[src/rtl/lfsr_err_counter.sv]
// Saturating error counter with synchronous clear.
// Ports: clk, rst (async, active-high), clr_i, inc_i, cnt_o[CNT_W].
module lfsr_err_counter #(
    parameter int CNT_W = 16
) (
    input  logic             clk,
    input  logic             rst,
    input  logic             clr_i,
    input  logic             inc_i,
    output logic [CNT_W-1:0] cnt_o
);

    logic [CNT_W-1:0] cnt_q;
    logic [CNT_W-1:0] cnt_d;

    // A clear coinciding with an increment still counts that increment.
    always_comb begin
        cnt_d = cnt_q;
        if (clr_i) begin
            cnt_d = CNT_W'(inc_i);
        end else if (inc_i && (cnt_q != '1)) begin
            cnt_d = cnt_q + CNT_W'(1);
        end
    end

    always_ff @(posedge clk or posedge rst) begin
        if (rst) begin
            cnt_q <= '0;
        end else begin
            cnt_q <= cnt_d;
        end
    end

    assign cnt_o = cnt_q;

endmodule

[config.mk]
export PLATFORM = sky130hd
export DESIGN_NAME = lfsr_err_counter
export DESIGN_NICKNAME = d
export VERILOG_FILES = /design/src/rtl/lfsr_err_counter.sv
export SDC_FILE = /design/constraint.sdc
export NUM_CORES = 1
export LEC_CHECK = 0
export CAP_MARGIN = 30
export CORE_ASPECT_RATIO = 1.4
export CORE_MARGIN = 2
export CORE_UTILIZATION = 30
export CTS_CLUSTER_SIZE = 25
export DETAILED_ROUTE_END_ITERATION = 8
export HOLD_SLACK_MARGIN = 0.12
export PLACE_DENSITY = 0.61
export SYNTH_ARGS = -nofsm -noshare
export SYNTH_HDL_FRONTEND = slang
export SYNTH_SLANG_ARGS = --single-unit
export TNS_END_PERCENT = 5
[constraint.sdc]
create_clock -name clk -period 1.6 [get_ports clk]
set_input_delay 0.32 -clock clk [delete_from_list [all_inputs] [get_ports clk]]
set_output_delay 0.32 -clock clk [all_outputs]
set_load 0.05 [all_outputs]
=== After elaboration in Yosys (flattened, before gate mapping) ===
Cells that the tools add are included.

* Add/subtract/negate cells: 1
* Equal/unequal tests: 1
* Multiplexer cells: 2
* Reduce and logical (&&, ||, !) cells: 2

{| class="wikitable"
|+ Operators with widths
! kind !! count
|-
| $mux 16 || 2
|-
| $add 16x1->16 const B || 1
|-
| $ne 16x16->1 const B || 1
|-
| $reduce_bool 2->1 || 1
|-
| $logic_and 1x1->1 || 1
|}

* Flip-flop bits (word level): 16
* Output and inout port bits: 16

=== Longest topological paths before layout ===
* Depth in word-level cells: 4
* Mapped depth: 5
* Depth with buffers taken out: 5

=== Worst setup path before layout ===
No wires, ideal clock.

* Kind: flip-flop to flip-flop
* From: reg cnt_q[0], in the netlist cnt_o[0]
* To: reg cnt_q[12], in the netlist cnt_o[12]
* Data arrival time: 2012 ps
* Data required time: 1522 ps
* Setup slack: -490 ps
* Stages on the path, launching flop included: 6
* Buffers on the path: 0
* Period minus slack after synthesis: 2090 ps
* Cell sequence: dfrtp_1 ha_1 nand4_4 or3_4 or3_1 a21oi_1

* Longest elaborated chain between the ends: 3

{| class="wikitable"
|+ RTL lines
! what !! RTL line !! source
|-
| start, declared || 13 || <nowiki>logic [CNT_W-1:0] cnt_q;</nowiki>
|-
| start signal, assigned || 30 || <nowiki>cnt_q <= cnt_d;</nowiki>
|-
| $add 16x1->16 or $ne 16x16->1 (tied branches) || 22, 21 ||
|-
| $mux 16 or $logic_and 1x1->1 (tied branches) || 21 || <nowiki>end else if (inc_i && (cnt_q != '1)) begin</nowiki>
|-
| $mux 16 or $reduce_bool 2->1 (tied branches) || -- ||
|}

Several ways; a longest one is shown, not always the timed one. The select of a mux whose other input is x is not followed.
A chain may end at the register's enable or synchronous reset.

=== Final worst setup path ===
* From: reg cnt_q[1], in the netlist cnt_o[1]
* To: reg cnt_q[12], in the netlist cnt_o[12]

The elaborated chain is that of the path after synthesis.

==> results <==
- sky130_fd_sc_hd__dfrtp_1 is the most common cell in the netlist.
- On the critical path the largest part of the delay comes from simple AND/OR/NAND/NOR gates.
- The iteration count of the initial detailed-routing pass is 4.
- The post-synthesis register bit count is 16.
- The mean routed wirelength per cell is ~15 um.
- The tree is rooted in a sky130_fd_sc_hd__clkbuf_8.
- The number of clock buffers added by TritonCTS is 3.
- Including well taps, the total number of placed cells is ~180.
- The later-pin clock latency in the skew report is 0.25 ns.
- Yosys attributes the largest share of cell area to sky130_fd_sc_hd__dfrtp_1 43%, sky130_fd_sc_hd__a21oi_1 6.0%, sky130_fd_sc_hd__o31ai_1 4.9%.
- The register with the most flip-flops in the layout has 16 of them.
- The total core area is ~2900 um^2.
- The tightest min-delay check is of the input pin to asynchronous set/reset pin type.
- Compared with the post-synthesis result, the final layout area differs by 79.3%.
- The share of total power dissipated in sequential elements is between 40% and 50%.
- No sink is reached through more buffers than the 2 on the longest clock path.
- Measured along the x axis, the die boundary spans between 50 and 60 um.
- In this run the vertical extent of the chip is 69.7 um.
- The depth of the CTS H-tree is 1.
- Once detail routing completed, the nets flagged for antenna violations numbered 0.
- The largest net degree at the start of global routing is 17.
- Among all flip-flop cells after synthesis, the most frequent one is sky130_fd_sc_hd__dfrtp_1.
- The maximum ir drop on the vdd rail is between 0.0003 and 0.0004 V.
- The number of rows in the core area is 23.
- For this run, the top clock speed supported by timing is between 600 and 700 MHz.
- The nature of the critical path startpoint is a flop.
- For this run, the slowest stage of the critical path takes between 0.4 and 0.5 ns.
- The biggest area contributor in the post-synthesis netlist is sky130_fd_sc_hd__dfrtp_1.
- The tool flagged a number of max-cap violations equal to 0.
- Global routing consumed, over all layers together, between 15 and 20% of the routing resources.
- After detailed placement, the total cell area comes to roughly 1500 um^2.
- The post-route netlist has 53.1% of its cells at a drive strength greater than 1.
- The final critical-path setup slack is -0.0271 ns.
- The critical path is of the flop to flop type.
- Clock-pin slew was measured on the worst setup and hold paths at about 0.07 ns.
- A synthesized cell averages about 9.6 um^2.
- Sequential cells were found to cover between 40% and 50% of the synthesized design area.
- Walking the worst path, the cells encountered are ha_4 > nand4_4 > or3_4 > or3_4 > a21oi_2.
- The effective utilization at floorplan is 31.8%.
- The iteration-0 DRC count of the detailed router is 30.
- The final critical path time including I/O delays and setup is ~1.6 ns.
- In this run the worst path has a maximum fanout of 6.
- The first global-routing pass estimated around 4.8 mm of wire.
- Setup repair after global routing could not meet its margin everywhere.
- The analysis attributes to cell leakage a power of a little under 0.7 nW.
- The final number of max-transition violations was 0.
- The run finished, with violations left.
- The proportion of total power due to net switching is between 20 and 25%.
- After detailed routing, the number of vias per cell comes to between 5 and 6.
- The final reports fail on negative setup slack.
- The commonest cells after synthesis are 16 x sky130_fd_sc_hd__dfrtp_1, 11 x sky130_fd_sc_hd__a21oi_1, 8 x sky130_fd_sc_hd__nand2_1.
- During I/O placement, the number of pins put on the boundary was 20.
- Setup slack on the worst reg-to-reg path comes out at -0.03 ns.
- The net switching power figure is 233 uW.
- At the placement stage, the worst setup path has a slack of -0.252 ns.
- The initial antenna violation count came to 0.
- The final critical path takes up 102% of the cycle.
- For the pin with the worst max-slew slack, the measured transition is about 0.35 ns.
- The count of final setup violators is 3.
- Power spread over the standard cell area amounts to 569 nW/um^2.
- In the routed design, unresolved DRC markers number 0.
- The total number of nets in the final design is roughly 150.
- Routability-driven placement finished with a final weighted congestion of between 0.8 and 0.9.
- The post-layout instance count excluding filler cells is between 150 and 200.
- The data required time at the worst endpoint is roughly 1.8 ns.
- The synthesized design contains 0 enable-type register cells.
- The post-synthesis cell area is ~900 um^2.
- The share of synthesized area in the top cell type comes to 43.3%.
- The clock net sink count is 16.
- The most common cell type on the critical path is sky130_fd_sc_hd__or3_4.
- After global routing the overflow that remains totals 0.
- The final clock skew is approximately 0.0045 ns.
- Synthesis produced a netlist with a net count of ~100.
- The sum of net half-perimeters after detailed placement is approximately 2.1 mm.
- The number of endpoints with negative hold slack in the final report is 0.
- The worst pin sits at a relative slew slack of between 70% and 80%.
- The internal power is a little over 700 uW.
- The aggregate routed wire length is around 2.8 mm.
- The portion of total power attributed to the clock network is about two fifths.
- The number of buffer and inverter instances along the worst setup path is 0.
- In the synthesized netlist, the number of instances is 96.
- The overall power consumption is 944 uW.
- 0 antenna diodes ended up in the layout.
- The quantity of I/O buffers inserted on ports is 19.
- The cell area after layout is 1660 um^2.
- The slowest stage cell on the critical path is sky130_fd_sc_hd__or3_4.
- The element type at the critical path end is a flop.
- Synthesis instantiated 31 different standard cells from the library.
- STA puts the critical path data arrival time at about 1.8 ns.
- The routed layout has roughly 980 vias.
- The count of warnings emitted by yosys is 0.
- For this run, asynchronously set or reset flops after synthesis account for 100%.
- The CTS tree is yes.
- Combinational logic burns roughly 17% of the power.
- The die footprint is around 3500 um^2.
- The number of global-route vias before repair came to between 1000 and 1500.
through the flow:
step | utilization [%] | hold slack (ns) | TNS, ns
4_1_cts | 56.0 | 0.382 | -0.000894
3_5_place_dp | 53.3 | 0.615 | -2.43
2_1_floorplan | - | 0.234 | -1.86
5_1_grt | 57.0 | 0.411 | -0.442
6_report | 57.0 | 0.385 | -0.0599
3_3_place_gp | 53.3 | 0.601 | -2.08
path summary, 6_finish.rpt:
check | end | from | depth (start not counted)
max in group asynchronous | cnt_o[9]$_DFFE_PP0P_ | rst | 3
setup reg to reg | cnt_o[12]$_DFFE_PP0P_ | cnt_o[1]$_DFFE_PP0P_ | 5
min in group clk | cnt_o[1]$_DFFE_PP0P_ | cnt_o[0]$_DFFE_PP0P_ | 3
hold / removal | cnt_o[0]$_DFFE_PP0P_ | rst | 3
setup / recovery | cnt_o[12]$_DFFE_PP0P_ | cnt_o[1]$_DFFE_PP0P_ | 5
hold reg to reg | cnt_o[1]$_DFFE_PP0P_ | cnt_o[0]$_DFFE_PP0P_ | 3
worst register-to-register path: stages (launching register included):
cell and delay (ns):
sky130_fd_sc_hd__dfrtp_2 0.39, sky130_fd_sc_hd__ha_4 0.16, sky130_fd_sc_hd__nand4_4 0.12, sky130_fd_sc_hd__or3_4 0.43
sky130_fd_sc_hd__or3_4 0.34, sky130_fd_sc_hd__a21oi_2 0.12
routing by layer:
layer | up-vias | global-route usage, % | share of wire (%)
met1 | 472 | 19.6 | 38
met2 | 30 | 31.7 | 55
met4 | 0 | 7.51 | 3.1
li1 | 474 | - | -
met3 | 8 | 2.16 | 3.1
met5 | - | 0 | 0
logic make-up after synthesis:
logic type	count (synthesis)	synth area share, %
simple gates	44	30.2
compound gates	27	20.7
flops	16	43.3
buf+inv	6	2.43
xor+xnor	1	0.947
mux	1	1.08
fa+ha+maj	1	1.35
placed cells by master (no fill, tap or decap), drive strengths merged:
master / instances
nand2b: 1
o211ai: 1
nor3: 3
a211oi: 2
o31ai: 6
a21oi: 11
nand2: 8
inv: 4
dlygate4sd2: 1
clkdlybuf4s50: 2
xor2: 1
mux2i: 1
buf: 46
nand3: 4
and4: 2
or3b: 1
or4: 5
clkbuf: 4
and3: 2
nand3b: 1
nor2: 3
nand4: 6
o41ai: 2
ha: 1
or3: 6
dfrtp: 16
and2: 2
o21ai: 5
area by class of cell:
cell class / instances / area, um^2
fillers: 255 / 1250
repair buffers: 49 / 582
multi-input cells: 74 / 539
flip-flops and latches: 16 / 420
clock buffers: 4 / 55.1
well taps: 37 / 46.3
inverters: 4 / 15.0
power groups by stage:
stage	combinational (mW)	sequential [mW]	clock (mW)
6_report	0.159	0.421	0.364
3_3_place_gp	0.155	0.428	0
3_5_place_dp	0.158	0.429	0
4_1_cts	0.160	0.421	0.379
5_1_grt	0.171	0.421	0.397
2_1_floorplan	0.0408	0.458	0
repair_timing:
item	4_1_cts	5_1_grt
hold buffers	0	0
setup buffers	3	0
setup endpoints to repair	9	12
pin swaps	4	0
gates resized for setup	2	7
Note: power is estimated with default switching activity, not from simulation.
